File: src/rtl/hbm_reset_seq_if.sv
// Reset-sequencer handshake bundle: request/calibration inputs and the
// sequenced reset, status and state outputs.
interface hbm_reset_seq_if;
  logic       req_rstn;
  logic       cal_done;
  logic       hbm_rstn;
  logic       user_rstn;
  logic       cal_fail;
  logic [3:0] retry_cnt;
  logic [2:0] state;

  modport master (
    output req_rstn,
    output cal_done,
    input  hbm_rstn,
    input  user_rstn,
    input  cal_fail,
    input  retry_cnt,
    input  state
  );

  modport slave (
    input  req_rstn,
    input  cal_done,
    output hbm_rstn,
    output user_rstn,
    output cal_fail,
    output retry_cnt,
    output state
  );
endinterface

File: src/rtl/hbm_reset_seq.sv
// HBM reset sequencer: holds HBM in reset, waits for calibration with timeout
// and bounded retry, and releases user reset only after calibration settles.
module hbm_reset_seq #(
  parameter int unsigned HOLD_CYCLES   = 1000,
  parameter int unsigned CAL_TIMEOUT   = 1048576,
  parameter int unsigned SETTLE_CYCLES = 64,
  parameter int unsigned MAX_RETRY     = 3,
  parameter int unsigned CNT_W         = 24
) (
  input  logic            clk,
  input  logic            rst,
  hbm_reset_seq_if.slave  bus
);

  typedef enum logic [2:0] {
    S_IDLE     = 3'd0,
    S_ASSERT   = 3'd1,
    S_WAIT_CAL = 3'd2,
    S_SETTLE   = 3'd3,
    S_RUN      = 3'd4,
    S_FAIL     = 3'd5
  } state_e;

  localparam logic [CNT_W-1:0] HOLD_C    = CNT_W'(HOLD_CYCLES);
  localparam logic [CNT_W-1:0] TMO_C     = CNT_W'(CAL_TIMEOUT - 1);
  localparam logic [CNT_W-1:0] SETTLE_C  = CNT_W'(SETTLE_CYCLES);
  localparam logic [CNT_W-1:0] TIMER_MAX = {CNT_W{1'b1}};
  localparam logic [CNT_W-1:0] ONE_C     = CNT_W'(1);
  localparam logic [3:0]       RETRY_C   = 4'(MAX_RETRY);

  state_e           state_q,  state_d;
  logic [CNT_W-1:0] timer_q,  timer_d;
  logic [CNT_W-1:0] settle_q, settle_d;
  logic [3:0]       retry_q,  retry_d;
  logic             hbm_q,    hbm_d;
  logic             user_q,   user_d;
  logic             fail_q,   fail_d;
  logic             sync1_q,  sync2_q;

  logic             cal_sync;
  logic             timeout;
  logic             expire;
  logic [CNT_W-1:0] timer_inc;

  assign cal_sync  = sync2_q;
  // Timer saturates so a late timeout check can never be skipped by wrap-around.
  assign timer_inc = (timer_q == TIMER_MAX) ? timer_q : timer_q + ONE_C;
  assign timeout   = (timer_q >= TMO_C);

  always_comb begin
    state_d  = state_q;
    timer_d  = timer_q;
    settle_d = settle_q;
    retry_d  = retry_q;
    hbm_d    = hbm_q;
    user_d   = user_q;
    fail_d   = fail_q;
    expire   = 1'b0;

    if (!bus.req_rstn) begin
      state_d  = S_IDLE;
      timer_d  = '0;
      settle_d = '0;
      retry_d  = '0;
      fail_d   = 1'b0;
      hbm_d    = 1'b0;
      user_d   = 1'b0;
    end else begin
      case (state_q)
        S_IDLE: begin
          hbm_d   = 1'b0;
          user_d  = 1'b0;
          state_d = S_ASSERT;
          timer_d = '0;
        end
        S_ASSERT: begin
          hbm_d  = 1'b0;
          user_d = 1'b0;
          if (timer_q >= HOLD_C) begin
            state_d = S_WAIT_CAL;
            timer_d = '0;
            hbm_d   = 1'b1;
          end else begin
            timer_d = timer_inc;
          end
        end
        S_WAIT_CAL: begin
          timer_d = timer_inc;
          // A calibration edge seen on the timeout cycle still counts.
          if (cal_sync) begin
            state_d  = S_SETTLE;
            settle_d = '0;
          end else if (timeout) begin
            expire = 1'b1;
          end
        end
        S_SETTLE: begin
          timer_d = timer_inc;
          if (cal_sync && (settle_q >= SETTLE_C)) begin
            state_d = S_RUN;
            user_d  = 1'b1;
          end else if (timeout) begin
            expire = 1'b1;
          end else if (!cal_sync) begin
            state_d  = S_WAIT_CAL;
            settle_d = '0;
          end else begin
            settle_d = settle_q + ONE_C;
          end
        end
        S_RUN: begin
          if (!cal_sync) begin
            state_d  = S_ASSERT;
            timer_d  = '0;
            settle_d = '0;
            retry_d  = '0;
            hbm_d    = 1'b0;
            user_d   = 1'b0;
          end
        end
        S_FAIL: begin
          hbm_d  = 1'b0;
          user_d = 1'b0;
          fail_d = 1'b1;
        end
        default: begin
          state_d = S_IDLE;
          hbm_d   = 1'b0;
          user_d  = 1'b0;
        end
      endcase

      // Attempt expired: retry from a fresh HBM reset or give up for good.
      if (expire) begin
        hbm_d    = 1'b0;
        user_d   = 1'b0;
        settle_d = '0;
        if (retry_q < RETRY_C) begin
          retry_d = retry_q + 4'd1;
          state_d = S_ASSERT;
          timer_d = '0;
        end else begin
          state_d = S_FAIL;
          fail_d  = 1'b1;
        end
      end
    end
  end

  always_ff @(posedge clk) begin
    if (rst) begin
      state_q  <= S_IDLE;
      timer_q  <= '0;
      settle_q <= '0;
      retry_q  <= '0;
      hbm_q    <= 1'b0;
      user_q   <= 1'b0;
      fail_q   <= 1'b0;
      sync1_q  <= 1'b0;
      sync2_q  <= 1'b0;
    end else begin
      state_q  <= state_d;
      timer_q  <= timer_d;
      settle_q <= settle_d;
      retry_q  <= retry_d;
      hbm_q    <= hbm_d;
      user_q   <= user_d;
      fail_q   <= fail_d;
      sync1_q  <= bus.cal_done;
      sync2_q  <= sync1_q;
    end
  end

  assign bus.hbm_rstn  = hbm_q;
  assign bus.user_rstn = user_q;
  assign bus.cal_fail  = fail_q;
  assign bus.retry_cnt = retry_q;
  assign bus.state     = state_q;

endmodule
File: src/flat_wrapper.sv
// flat-port wrapper written by rule: the top's interface ports become plain ports
module hbm_reset_seq_flat 
#(
  parameter int unsigned HOLD_CYCLES   = 1000,
  parameter int unsigned CAL_TIMEOUT   = 1048576,
  parameter int unsigned SETTLE_CYCLES = 64,
  parameter int unsigned MAX_RETRY     = 3,
  parameter int unsigned CNT_W         = 24
)
  (clk, rst, bus_req_rstn, bus_cal_done, bus_hbm_rstn, bus_user_rstn, bus_cal_fail, bus_retry_cnt, bus_state);
  hbm_reset_seq_if bus_i ();
  input  logic clk;
  input  logic rst;
  input wire logic [$bits(bus_i.req_rstn)-1:0] bus_req_rstn;
  input wire logic [$bits(bus_i.cal_done)-1:0] bus_cal_done;
  output wire logic [$bits(bus_i.hbm_rstn)-1:0] bus_hbm_rstn;
  output wire logic [$bits(bus_i.user_rstn)-1:0] bus_user_rstn;
  output wire logic [$bits(bus_i.cal_fail)-1:0] bus_cal_fail;
  output wire logic [$bits(bus_i.retry_cnt)-1:0] bus_retry_cnt;
  output wire logic [$bits(bus_i.state)-1:0] bus_state;
  assign bus_i.req_rstn = bus_req_rstn;
  assign bus_i.cal_done = bus_cal_done;
  assign bus_hbm_rstn = bus_i.hbm_rstn;
  assign bus_user_rstn = bus_i.user_rstn;
  assign bus_cal_fail = bus_i.cal_fail;
  assign bus_retry_cnt = bus_i.retry_cnt;
  assign bus_state = bus_i.state;
  hbm_reset_seq #(.HOLD_CYCLES(HOLD_CYCLES), .CAL_TIMEOUT(CAL_TIMEOUT), .SETTLE_CYCLES(SETTLE_CYCLES), .MAX_RETRY(MAX_RETRY), .CNT_W(CNT_W)) u_core (.clk(clk), .rst(rst), .bus(bus_i));
endmodule
File: config.mk
export PLATFORM = sky130hd
export DESIGN_NAME = hbm_reset_seq_flat
export DESIGN_NICKNAME = d
export VERILOG_FILES = /design/src/rtl/hbm_reset_seq_if.sv /design/src/rtl/hbm_reset_seq.sv /design/src/flat_wrapper.sv
export SDC_FILE = /design/constraint.sdc
export NUM_CORES = 1
export LEC_CHECK = 0
export ABC_AREA = 1
export BUFFER_PORTS_ARGS = -buffer_cell sky130_fd_sc_hd__buf_2
export CAP_MARGIN = 10
export CORE_MARGIN = 5
export CORE_UTILIZATION = 28
export CTS_BUF_LIST = sky130_fd_sc_hd__clkbuf_16
export DETAILED_ROUTE_END_ITERATION = 10
export GPL_TIMING_DRIVEN = 0
export MAX_ROUTING_LAYER = met4
export SYNTH_ARGS = -nofsm -noshare
export SYNTH_HDL_FRONTEND = slang
export SYNTH_SLANG_ARGS = --single-unit
File: constraint.sdc
create_clock -name clk -period 2.9 [get_ports clk]
set_input_delay 0.58 -clock clk [delete_from_list [all_inputs] [get_ports clk]]
set_output_delay 0.58 -clock clk [all_outputs]
set_load 0.02 [all_outputs]
==> impl_metrics.py <==
metrics = {
    "timing": {
        "slew_viol_final": 0,
        "hold_viol": 0,
        "finalCritPeriodShare": 0.782,
        "max_clock_freq_ghz": 0.441,
        "setup_viol": 0,
        "tightest_slew_ns": 0.964,
        "rsz0062_at_grt": "false",
        "timing.slew.headroom": 0.355,
        "fin_tns_setup_ns": 0,
        "fin_crit_ns": 2.27,
        "finClkSkew_ns": 0.00354,
        "worst_slack_ns": 0.632,
    },
    "min_path": {
        "min_path_type": "register to register",
        "min_to": "u_core.cal_sync",
        "hp-start": "u_core.sync1_q",
        "min_delay_path_depth": 2,
    },
    "synth": {
        "muxShareOfSynthArea": 0,
        "synthFlopType": "dfxtp_1",
        "synth_compound_area_frac": 0.112,
        "synthTopCellsByArea": "dfxtp_1 35%, nand2_1 14%, nor2_1 9.1%",
        "synth-edff-count": 0,
        "async_reset_ff_frac": 0,
        "synth.distinct_cells": 36,
        "synth.avg_cell_area_um2": 6.53,
        "synthTopCellsByCount": "127 x nand2_1, 84 x nor2_1, 67 x inv_1",
        "synth_nets": 541,
        "synth_top_family_by_area": "simple AND/OR/NAND/NOR gates",
        "netlist_instances": 532,
        "yosys.area_share.simple": 0.393,
        "yosysMostFrequentCell": "nand2_1",
        "synthXorXnorAreaFrac": 0.0302,
        "ys.warnings.count": 0,
        "yosys.area.top_type_share": 0.346,
        "ys_seq_area_frac": 0.346,
        "yosys.area.top_type": "dfxtp_1",
        "synth_adder_area_share": 0.0180,
        "synth_area_mm2": 0.00347,
        "ys_seq_elements": 60,
    },
    "clocking": {
        "cts.path.max_buffers": 2,
        "cts_buffers": 9,
        "root_buffer": "clkbuf_16",
        "ctsResizeCount": 0,
        "numClockSinks": 60,
        "clk_transition_reported_paths_ns": 0.05,
        "cts_tree": "built",
        "cts_hold_buffers": 0,
        "post_cts_buffers": 0,
        "htree_levels": 3,
        "insertion_delay_ns": 0.32,
    },
    "detailed_routing": {
        "wl_per_cell_um": 11.6,
        "route.detailed.drc": 0,
        "dr.pass1.iters": 6,
        "drt_iter0_markers": 213,
        "ant_nets": 0,
        "drt-vias-per-instance": 4.54,
        "route.vias.total": 3308,
        "wl_um": 8430,
    },
    "power": {
        "p_sw_uw": 431,
        "pwr-share-seq": 0.431,
        "internal_power_mw": 1.51,
        "sw_frac_of_total": 0.222,
        "ir_worst_vdd_mv": 0.271,
        "p_leak_nw": 1.61,
        "combPwrFrac": 0.047,
        "power-per-cell-area_mw_per_mm2": 481,
        "clkPwrFrac": 0.522,
    },
    "final_layout": {
        "fill_cells": 1342,
        "finalInstanceArea_mm2": 0.00403,
        "drive_above_1_share": 0.123,
        "final_nets": 565,
        "n_antenna_cell": 0,
        "final_cells": 728,
        "area_delta_synth_final_pct": 16.1,
    },
    "floorplanning": {
        "die-area_mm2": 0.0147,
        "die_w_um": 121,
        "core_mm2": 0.0121,
        "num_io_pins": 14,
        "die_height_um": 121,
        "fp-row-count": 40,
        "start_util": 0.287,
    },
    "placement": {
        "place_area_mm2": 0.00375,
        "place_ws_ns": 0.648,
        "dp_cells": 713,
        "gp_congestion": 0.909,
        "dpl.hpwl_um": 6400,
        "port_buffers": 13,
    },
    "worst_setup_path": {
        "start_kind": "register",
        "worstSetupPathType": "register to register",
        "cp_data_arrival_time_ns": 2.48,
        "crit_required_ns": 3.11,
        "crit_start": "u_core.timer_q[0]",
        "reg2reg_depth": 14,
        "rr_startpoint": "u_core.timer_q[0]",
        "r2r-end": "u_core.timer_q[3]",
        "critPathMaxFanout": 8,
        "r2r_slack_ns": 0.63,
        "critPathCaptureType": "register",
    },
    "grt": {
        "grt-ovfl-total": 0,
        "grt_max_degree": 11,
        "grt_pass1_wl_um": 14400,
        "grt.total_usage": 0.124,
        "antenna_found_initial": 0,
        "grt_pass1_vias": 3002,
    },
    "status": {
        "status": "complete, no violations",
    },
    "flow_run": {
        "maxCapViolCount": 0,
    },
}
## power groups by stage
stage,Sequential [mW],Clock [mW],Combinational [mW]
2_1_floorplan,0.853,0,0.0668
3_3_place_gp,0.853,0,0.0921
3_5_place_dp,0.853,0,0.0926
4_1_cts,0.835,1.04,0.0928
5_1_grt,0.835,1.08,0.104
6_report,0.836,1.01,0.0920
## state kept, by name (all words and copies together), names as in the netlist
| register | cells |
|---|---|
| u_core.settle_q | 24 |
| u_core.timer_q | 24 |
| u_core.bus.retry_cnt | 4 |
| u_core.bus.state | 3 |
| u_core.bus.cal_fail | 1 |
| u_core.bus.hbm_rstn | 1 |
| u_core.bus.user_rstn | 1 |
| u_core.cal_sync | 1 |
| u_core.sync1_q | 1 |
## logic make-up (layout without fill, tap and decap cells)
kind of cell               Yosys count  count (layout)
buffers and inverters               84             112
DFF                                 60              60
and+or+nand+nor                    305             305
AOI/OAI and AO/OA                   66              66
adders and majority gates            5               5
xor gates and xnor gates            12              12
## how the worst max path moves through the flow
stage	end	depth (start not counted)
2_1_floorplan	u_core.timer_q[20]	13
3_3_place_gp	u_core.timer_q[22]	13
3_5_place_dp	u_core.timer_q[19]	14
4_1_cts	u_core.timer_q[19]	14
5_1_grt	u_core.timer_q[19]	14
6_report	u_core.timer_q[3]	14
## area by class of cell
| class | instances | area [µm²] | area share |
|---|---|---|---|
| Tap cell | 168 | 210 | 0.0521 |
| Sequential cell | 60 | 1200 | 0.298 |
| Inverter | 72 | 270 | 0.0670 |
| Clock inverter | 6 | 57.6 | 0.0143 |
| Clock buffer | 9 | 225 | 0.0558 |
| Timing Repair Buffer | 13 | 65.1 | 0.0161 |
| Multi-Input combinational cell | 388 | 1920 | 0.476 |
| Buffer | 12 | 82.6 | 0.0205 |
## metrics by stage
| stage | util | power (mW) | hold slack, ns |
|---|---|---|---|
| 4_1_cts | 0.333 | 1.97 | 0.409 |
| 6_report | 0.333 | 1.94 | 0.406 |
| 3_5_place_dp | 0.310 | 0.945 | 0.401 |
| 5_1_grt | 0.333 | 2.02 | 0.420 |
| 2_1_floorplan | - | 0.920 | 0.388 |
| 3_3_place_gp | 0.310 | 0.945 | 0.403 |
## metal layers
| metal | vias to the layer above | wire, µm | track usage |
|---|---|---|---|
| met2 | 63 | 3870 | 0.193 |
| met1 | 1489 | 4010 | 0.157 |
| li1 | 1742 | - | - |
| met3 | 14 | 382 | 0.0308 |
| met5 | - | 0 | - |
| met4 | 0 | 158 | 0.0448 |
## worst max-delay path, cell delays in order (launching register included)
cell	delay, ns
dfxtp_1	0.43
ha_1	0.39
nand2_2	0.14
nor2_4	0.14
nand2_2	0.09
nor2_2	0.10
nand2_2	0.08
nand2_4	0.09
inv_2	0.06
a21oi_4	0.17
nand2_4	0.13
nand2_8	0.12
inv_2	0.09
nand2_1	0.07
nor2_1	0.04
## cells in the final DEF (no fill, tap or decap), types with 2 or more instances in the layout
cell type   Yosys  routed
nand4_1        11      11
dfxtp_1        60      60
clkinv_1        1       2
nor2_2         12      12
clkbuf_1        3       3
a21oi_2         2       2
o21ai_1         2       2
o21ai_0        18      18
inv_2           4       4
nand3_1        30      30
buf_4           2       2
a21oi_1        27      27
nor3_2          2       2
xor2_1         11      11
inv_1          67      68
clkinvlp_4      0       2
o211ai_1        7       7
nor3_1         23      23
nand2_4         2       2
a22oi_1         9       9
buf_2           5      18
nand2_1       127     127
nor2_1         84      84
ha_1            5       5
clkbuf_16       0       9
nand2_2         6       6
Note: power is estimated with default switching activity, not from simulation.
